<file path="config.mk">
export PLATFORM = sky130hd
export DESIGN_NAME = game_control
export DESIGN_NICKNAME = d
export VERILOG_FILES = /design/src/rtl/simon_pkg.sv /design/src/rtl/game_control.sv
export SDC_FILE = /design/constraint.sdc
export NUM_CORES = 1
export LEC_CHECK = 0
export CORE_MARGIN = 5
export CORE_UTILIZATION = 56
export CTS_CLUSTER_SIZE = 40
export DETAILED_ROUTE_END_ITERATION = 8
export GPL_ROUTABILITY_DRIVEN = 0
export GPL_TIMING_DRIVEN = 1
export PLACE_DENSITY = 0.82
export SYNTH_ARGS = -nofsm -noshare
export SYNTH_HDL_FRONTEND = slang
export SYNTH_SLANG_ARGS = --single-unit
</file>
<file path="constraint.sdc">
create_clock -name clk -period 4.9 [get_ports clk]
set_clock_uncertainty 0.1 [all_clocks]
set_input_delay 1.47 -clock clk [delete_from_list [all_inputs] [get_ports clk]]
set_output_delay 1.47 -clock clk [all_outputs]
set_load 0.005 [all_outputs]
</file>
<file path="src/rtl/simon_pkg.sv">
// Shared definitions for the Simon game slice: FSM state codes, timer speed codes,
// parameter defaults and the round-to-speed mapping.
package simon_pkg;

    localparam int unsigned DEF_MAX_ROUND          = 31;
    localparam int unsigned DEF_ROUNDS_PER_SPEEDUP = 4;
    localparam int unsigned DEF_TIMEOUT_PULSES     = 8;

    localparam int unsigned ROUND_W = 5;
    localparam int unsigned TMO_W   = 4;
    localparam int unsigned SPEED_W = 3;

    localparam logic [2:0] S_IDLE  = 3'd0;
    localparam logic [2:0] S_SEED  = 3'd1;
    localparam logic [2:0] S_ADD   = 3'd2;
    localparam logic [2:0] S_SPEED = 3'd3;
    localparam logic [2:0] S_FLASH = 3'd4;
    localparam logic [2:0] S_PLAY  = 3'd5;
    localparam logic [2:0] S_WIN   = 3'd6;
    localparam logic [2:0] S_LOSE  = 3'd7;

    // Typed view of the state codes for waveform viewers and other blocks.
    typedef enum logic [2:0] {
        ST_IDLE  = S_IDLE,
        ST_SEED  = S_SEED,
        ST_ADD   = S_ADD,
        ST_SPEED = S_SPEED,
        ST_FLASH = S_FLASH,
        ST_PLAY  = S_PLAY,
        ST_WIN   = S_WIN,
        ST_LOSE  = S_LOSE
    } state_e;

    typedef enum logic [2:0] {
        SPEED_1HZ  = 3'd0,
        SPEED_2HZ  = 3'd1,
        SPEED_4HZ  = 3'd2,
        SPEED_8HZ  = 3'd3,
        SPEED_16HZ = 3'd4
    } speed_e;

    // One speed step per ROUNDS_PER_SPEEDUP completed rounds, saturating at 16 Hz.
    function automatic logic [2:0] speed_for_round(input logic [4:0] round,
                                                   input int unsigned per);
        int unsigned steps;
        if (per == 32'd0) begin
            steps = 32'd4;
        end else begin
            steps = 32'(round) / per;
        end
        if (steps >= 32'd4) begin
            return SPEED_16HZ;
        end else begin
            return 3'(steps);
        end
    endfunction

endpackage

</file>
<file path="src/rtl/game_control.sv">
// Simon game sequencer: grows the colour sequence, flashes it back, then checks the
// player's entries with a per-entry idle timeout.
module game_control
    import simon_pkg::*;
#(
    parameter int unsigned MAX_ROUND          = DEF_MAX_ROUND,
    parameter int unsigned ROUNDS_PER_SPEEDUP = DEF_ROUNDS_PER_SPEEDUP,
    parameter int unsigned TIMEOUT_PULSES     = DEF_TIMEOUT_PULSES
) (
    input  logic               clk,
    input  logic               reset,
    input  logic               go,
    input  logic               pulse,
    input  logic               empty,
    input  logic               result,
    output logic               rst_seedgen,
    output logic               start,
    output logic               load_colour,
    output logic               load_speed,
    output logic               pop,
    output logic               flash_colour,
    output logic               player_turn,
    output logic               game_over,
    output logic               win,
    output logic [ROUND_W-1:0] check_round,
    output logic [SPEED_W-1:0] speed
);

    localparam logic [ROUND_W-1:0] LAST_ROUND = ROUND_W'(MAX_ROUND);
    localparam logic [TMO_W-1:0]   TMO_LIMIT  = TMO_W'(TIMEOUT_PULSES);

    logic [2:0]         state_q, state_d;
    logic [ROUND_W-1:0] r_q, r_d;
    logic [ROUND_W-1:0] idx_q, idx_d;
    logic [TMO_W-1:0]   tmo_q, tmo_d;
    logic [SPEED_W-1:0] speed_q, speed_d;
    logic [TMO_W-1:0]   tmo_inc_s;

    assign tmo_inc_s = tmo_q + 4'd1;

    // Next-state and datapath update; a player entry always outranks a coincident pulse.
    always_comb begin
        state_d = state_q;
        r_d     = r_q;
        idx_d   = idx_q;
        tmo_d   = tmo_q;
        speed_d = speed_q;
        case (state_q)
            S_IDLE: begin
                if (go) begin
                    state_d = S_SEED;
                end else begin
                    state_d = S_IDLE;
                end
            end
            S_SEED: begin
                r_d     = 5'd0;
                state_d = S_ADD;
            end
            S_ADD: begin
                // Speed is latched on the way into SPEED so it is valid alongside load_speed.
                speed_d = speed_for_round(r_q, ROUNDS_PER_SPEEDUP);
                state_d = S_SPEED;
            end
            S_SPEED: begin
                idx_d   = 5'd0;
                state_d = S_FLASH;
            end
            S_FLASH: begin
                if (!pulse) begin
                    state_d = S_FLASH;
                end else if (idx_q == r_q) begin
                    idx_d   = 5'd0;
                    tmo_d   = 4'd0;
                    state_d = S_PLAY;
                end else begin
                    idx_d = idx_q + 5'd1;
                end
            end
            S_PLAY: begin
                if (!empty) begin
                    if (!result) begin
                        state_d = S_LOSE;
                    end else if (idx_q < r_q) begin
                        idx_d = idx_q + 5'd1;
                        tmo_d = 4'd0;
                    end else if (r_q == LAST_ROUND) begin
                        state_d = S_WIN;
                    end else begin
                        r_d     = r_q + 5'd1;
                        state_d = S_ADD;
                    end
                end else if (pulse) begin
                    tmo_d = tmo_inc_s;
                    if (tmo_inc_s == TMO_LIMIT) begin
                        state_d = S_LOSE;
                    end else begin
                        state_d = S_PLAY;
                    end
                end else begin
                    state_d = S_PLAY;
                end
            end
            S_WIN, S_LOSE: begin
                if (go) begin
                    state_d = S_SEED;
                end else begin
                    state_d = state_q;
                end
            end
            default: begin
                state_d = S_IDLE;
            end
        endcase
    end

    // State and datapath registers with synchronous reset.
    always_ff @(posedge clk) begin
        if (reset) begin
            state_q <= S_IDLE;
            r_q     <= 5'd0;
            idx_q   <= 5'd0;
            tmo_q   <= 4'd0;
            speed_q <= 3'd0;
        end else begin
            state_q <= state_d;
            r_q     <= r_d;
            idx_q   <= idx_d;
            tmo_q   <= tmo_d;
            speed_q <= speed_d;
        end
    end

    // Strobe and level decode from the registered state; pop follows a pending entry.
    always_comb begin
        rst_seedgen  = 1'b0;
        start        = 1'b0;
        load_colour  = 1'b0;
        load_speed   = 1'b0;
        pop          = 1'b0;
        flash_colour = 1'b0;
        player_turn  = 1'b0;
        game_over    = 1'b0;
        win          = 1'b0;
        check_round  = 5'd0;
        case (state_q)
            S_SEED: begin
                rst_seedgen = 1'b1;
            end
            S_ADD: begin
                start       = 1'b1;
                load_colour = 1'b1;
            end
            S_SPEED: begin
                load_speed = 1'b1;
            end
            S_FLASH: begin
                flash_colour = 1'b1;
                check_round  = idx_q;
            end
            S_PLAY: begin
                player_turn = 1'b1;
                check_round = idx_q;
                pop         = ~empty;
            end
            S_WIN: begin
                win         = 1'b1;
                check_round = idx_q;
            end
            S_LOSE: begin
                game_over   = 1'b1;
                check_round = idx_q;
            end
            default: begin
                check_round = 5'd0;
            end
        endcase
    end

    assign speed = speed_q;

endmodule

</file>
==> Word level (Yosys, flattened, before mapping) <==
Cells that the tools add are included.
{ "op_classes": {"add_sub_neg": 3, "n_mul": 0, "div_mod_pow": 0, "n_lt_le_gt_ge": 2, "eq_ne": 23, "n_shift": 0, "mux": 40, "bitwise": 1, "reduce_logical": 10} }
{ "ops": {"columns": ["cell", "n"], "rows": [
  ["two-way mux 5 bit", 10],
  ["greater-or-equal comparator 32 x 3 -> 1 bit (second input constant)", 1],
  ["two-way mux 32 bit", 1],
  ["two-way mux 3 bit", 9],
  ["two-way mux 4 bit", 6],
  ["one-hot mux 3 bit (7 select lines)", 1],
  ["!= test 2 bit (second input constant)", 8],
  ["one-hot mux 5 bit (3 select lines)", 1],
  ["== test 3 bit (second input constant)", 4],
  ["!= test 3 bit (second input constant)", 4],
  ["adder 5 x 1 -> 5 bit (second input constant)", 2],
  ["one-hot mux 5 bit (2 select lines)", 1],
  ["AND reduction 5 bit", 2],
  ["two-way mux 1 bit", 9],
  ["one-hot mux 4 bit (2 select lines)", 1],
  ["== test 3 x 2 -> 1 bit (second input constant)", 2],
  ["AND reduction 6 bit", 1],
  ["== test 5 bit", 1],
  ["== test 5 bit (second input constant)", 1],
  ["less-than comparator 5 bit", 1],
  ["adder 4 x 1 -> 4 bit (second input constant)", 1],
  ["== test 4 bit (second input constant)", 1],
  ["!= test 4 bit (second input constant)", 1],
  ["nonzero test 2 bit", 2],
  ["8 further kinds", 8]
]} }
{ "totals": {"reg_bits": 20, "latchBits": 0, "ram_bits": 0, "mem_bits_ro": 0, "in_bits": 6, "elab_cells": 84, "mem_count": 0} }

==> Longest topological paths before layout <==
Gate-level depths: netlist of run 1.
{ "depth": {"depth_word": 6, "ltp_mapped": 8, "ltp_nobuf": 8} }

==> Worst setup path after synthesis of run 1 <==
No wires, ideal clock.
{ "synth_timing": {"path_type": "input port to output port", "from": "input port empty", "to": "output port pop", "t_arrival_ps": 1576, "t_required_ps": 3330, "slack_ps": 1754, "cell_stages": 1, "n_path_buf": 0, "cell_sequence": "nor2_1"} }
{ "synth_between": {"elab_chain_cells": 2} }
{ "synth_rtl": {"columns": ["item", "line_no", "source"], "rows": [
  ["start, declared", "game_control.sv:14", "input logic empty,"],
  ["NOT 1 bit", "game_control.sv:164", "pop = ~empty;"],
  ["two-way mux 1 bit", "game_control.sv:146", "case (state_q)"],
  ["end, declared", "game_control.sv:20", "output logic pop,"]
]} }
No other way between the ends.

==> Worst setup path in the final report of run 1 <==
Ends and elaborated chain as after synthesis.

==> impl_metrics.json, run 1 <==
{
  "synth_cell_types": 47,
  "reg2reg_to": "r_q[3]$_SDFFE_PP0P_",
  "root_buffer": "clkbuf_4",
  "design_area_sq_um": 1610,
  "ys_top_cells_by_count": "dfxtp_1 (20), a21oi_1 (13), inv_1 (13), nor2_1 (13), ha_1 (10)",
  "hold-path-endpoint": "tmo_q[3]$_SDFFE_PP0P_",
  "drc": 0,
  "synthSimpleGateAreaFrac_pct": 27.9,
  "synth_top_area_cell": "dfxtp_1",
  "ctsHtreeMaxLevel": 1,
  "cts_hold_buf": 0,
  "muxShareOfSynthArea_pct": 1.49,
  "cp-end-kind": "primary output",
  "antenna_found_initial": 0,
  "synth_most_common_cell": "dfxtp_1",
  "numCtsBuffers": 3,
  "hold_path_class": "reg -> reg",
  "slew_headroom_pct": 45.8,
  "design_power_total_mw": 0.352,
  "first_pass_iters": 4,
  "die-height_microns": 59.0,
  "clock_path_buffers": 2,
  "drive_gt1_share_pct": 7.07,
  "area_growth_pct": 20.0,
  "pre_cts_ws_ns": 0.708,
  "hpwl_mm": 2.27,
  "crit_required_ns": 3.33,
  "die_area_sq_um": 3480,
  "io_pins": 23,
  "synth_compound_area_share_pct": 23.0,
  "fin_crit_sh_pct": 85.8,
  "drt-initial-drc-count": 45,
  "synth_top_area_share_pct": 29.8,
  "synth_edf_count": 0,
  "ys_seq_area_share_pct": 29.8,
  "grt_busiest_layer": "met2",
  "critPathMaxFanout": 8,
  "wire_per_inst_microns": 14.6,
  "diodes": 0,
  "dieWidth_microns": 59.0,
  "synthAdderAreaFrac_pct": 9.32,
  "setup_viol": 0,
  "grt_pass1_vias": 1287,
  "clock.fmax_mhz": 238,
  "drv_slew": 0,
  "hold_viol_final": 0,
  "clk_latency_ns": 0.31,
  "drtAntennaViolNets": 0,
  "rows": 17,
  "synthFlopType": "dfxtp_1",
  "synthCells": 166,
  "synth_area_sq_um": 1340,
  "port_buffers": 22,
  "fin_hold_ws_ns": 0.420,
  "outcome": "complete, no violations",
  "setup_slack_ns": 0.695,
  "p_per_area_nw_per_um2": 218,
  "synth.ff_latch_count": 20,
  "yosysWarnings": 0,
  "worstMarginPinSlew_ns": 0.810,
  "async_reset_ff_share_pct": 0,
  "grt_overflow_total": 0,
  "grt_max_degree": 23,
  "drt-total-wl_mm": 3.10,
  "holdCritStartpoint": "tmo_q[3]$_SDFFE_PP0P_",
  "cts_setup_buffers": 0,
  "syn_nets": 182,
  "cp.arrival_ns": 2.64,
  "reg2reg_setup_slack_ns": 2.42,
  "nNetsFinal": 201,
  "min_period_ns": 4.21,
  "critical_path_class": "in -> out",
  "synth_xor_area_share_pct": 1.96,
  "viasPerCell": 6.16,
  "cts_tree": "yes",
  "core-area_sq_um": 2250,
  "cap_viol_max_count": 0,
  "syn_area_per_cell_sq_um": 8.09,
  "grt_use_met3_pct": 3.07,
  "vias": 1306,
  "synth.area.top_cells": "dfxtp_1 (30%), ha_1 (9.3%), a21oi_1 (4.8%)",
  "use_met1_pct": 23.9,
  "reg2reg_from": "r_q[0]$_SDFFE_PP0P_",
  "tns_ns": 0,
  "ir_drop_mv": 0.191,
  "post_cts_resized": 0,
  "cts.clk_slew.worst_paths_ns": 0.12,
  "grt_pass1_wl_mm": 5.42,
  "grtUsageTotal_pct": 19.6,
  "cts_sinks": 20,
  "p_leak_nw": 0.594,
  "start_util_pct": 59.5,
  "synth_top_family_by_area": "simple AND/OR/NAND/NOR gates",
  "placed_area_sq_um": 1560,
  "worst_setup_path_start_kind": "input pin",
  "use_met2_pct": 34.2,
  "hold_depth": 2,
  "reg2regPathDepth": 8,
  "rsz0062_at_grt": "no"
}
[stage by stage]
step	cells	utilization, %
2_1_floorplan	166	-
3_3_place_gp	208	69.1
3_5_place_dp	208	69.1
4_1_cts	212	71.5
5_1_grt	212	71.5
6_report	212	71.5
[logic make-up (layout without fill, tap and decap cells)]
family,count (synthesis),in the layout
AO/OA/AOI/OAI,46,46
XOR/XNOR,3,3
adder cells (fa/ha/maj),10,10
buffers and inverters,21,39
flip-flops,20,20
multiplexers,2,2
AND/OR/NAND/NOR,64,64
[layer usage]
layer  vias up  wire length [microns]  share of wire, %
li1        639                      -                 -
met1       615                   1330                43
met2        47                   1560                50
met3         5                    167               5.4
met4         0                     42               1.4
met5         -                      0                 0
[layout by cell type, fill, tap and decap left out, types with 3 or more instances in the layout]
cell type	Yosys	layout
o21ai_0	8	8
and3_1	3	3
a21boi_0	3	3
clkdlybuf4s50_1	0	22
dfxtp_1	20	20
clkbuf_4	0	3
nor2b_1	3	3
or3_1	4	4
and2_1	8	8
a31oi_1	4	4
nor2_1	13	13
ha_1	10	10
o32ai_1	3	3
nand2b_1	5	5
a21oi_1	13	13
nand2_1	5	5
a22oi_1	3	3
nand3_1	7	7
inv_1	13	13
[flip-flops by register name, summed over array words and instances (netlist names)]
name	count
speed	3
tmo_q	4
r_q	5
state_q	3
idx_q	5
[worst max-delay path by stage]
stage          startpoint  end  slack [ns]  cells after the start
2_1_floorplan       empty  pop        1.75                      1
3_5_place_dp        empty  pop        0.71                      3
3_3_place_gp        empty  pop        0.70                      3
5_1_grt             empty  pop        0.59                      3
6_report            empty  pop        0.69                      3
4_1_cts             empty  pop        0.70                      3
[layout make-up]
cell class,count,area [sq um]
multi-input cells,125,855
flip-flops and latches,20,400
clock inverters,1,30.0
well taps,28,35.0
clock buffers,3,22.5
fillers,187,643
repair buffers,22,220
inverters,13,48.8
[report_power, final]
part / switching [mW] / leakage [nW] / internal [mW]
Sequential: 0.00710 / 0.161 / 0.165
Combinational: 0.0213 / 0.405 / 0.0201
Clock: 0.0557 / 0.0279 / 0.0828
Total: 0.0841 / 0.594 / 0.268
[critical path, stage by stage]
cell and delay, ns:
clkdlybuf4s50_1 0.51, nor2_1 0.14, clkdlybuf4s50_1 0.51
Power figures use the tool's default switching activity.
==> run 2, diff against run 1 <==
--- a/config.mk
+++ b/config.mk
@@ -11,6 +11,7 @@
 export DETAILED_ROUTE_END_ITERATION = 8
 export GPL_ROUTABILITY_DRIVEN = 0
 export GPL_TIMING_DRIVEN = 1
+export HOLD_SLACK_MARGIN = 0.03
 export PLACE_DENSITY = 0.82
 export SYNTH_ARGS = -nofsm -noshare
 export SYNTH_HDL_FRONTEND = slang
==> results of run 2 <==
No change in the layout: final DEF, timing and power equal those of run 1.
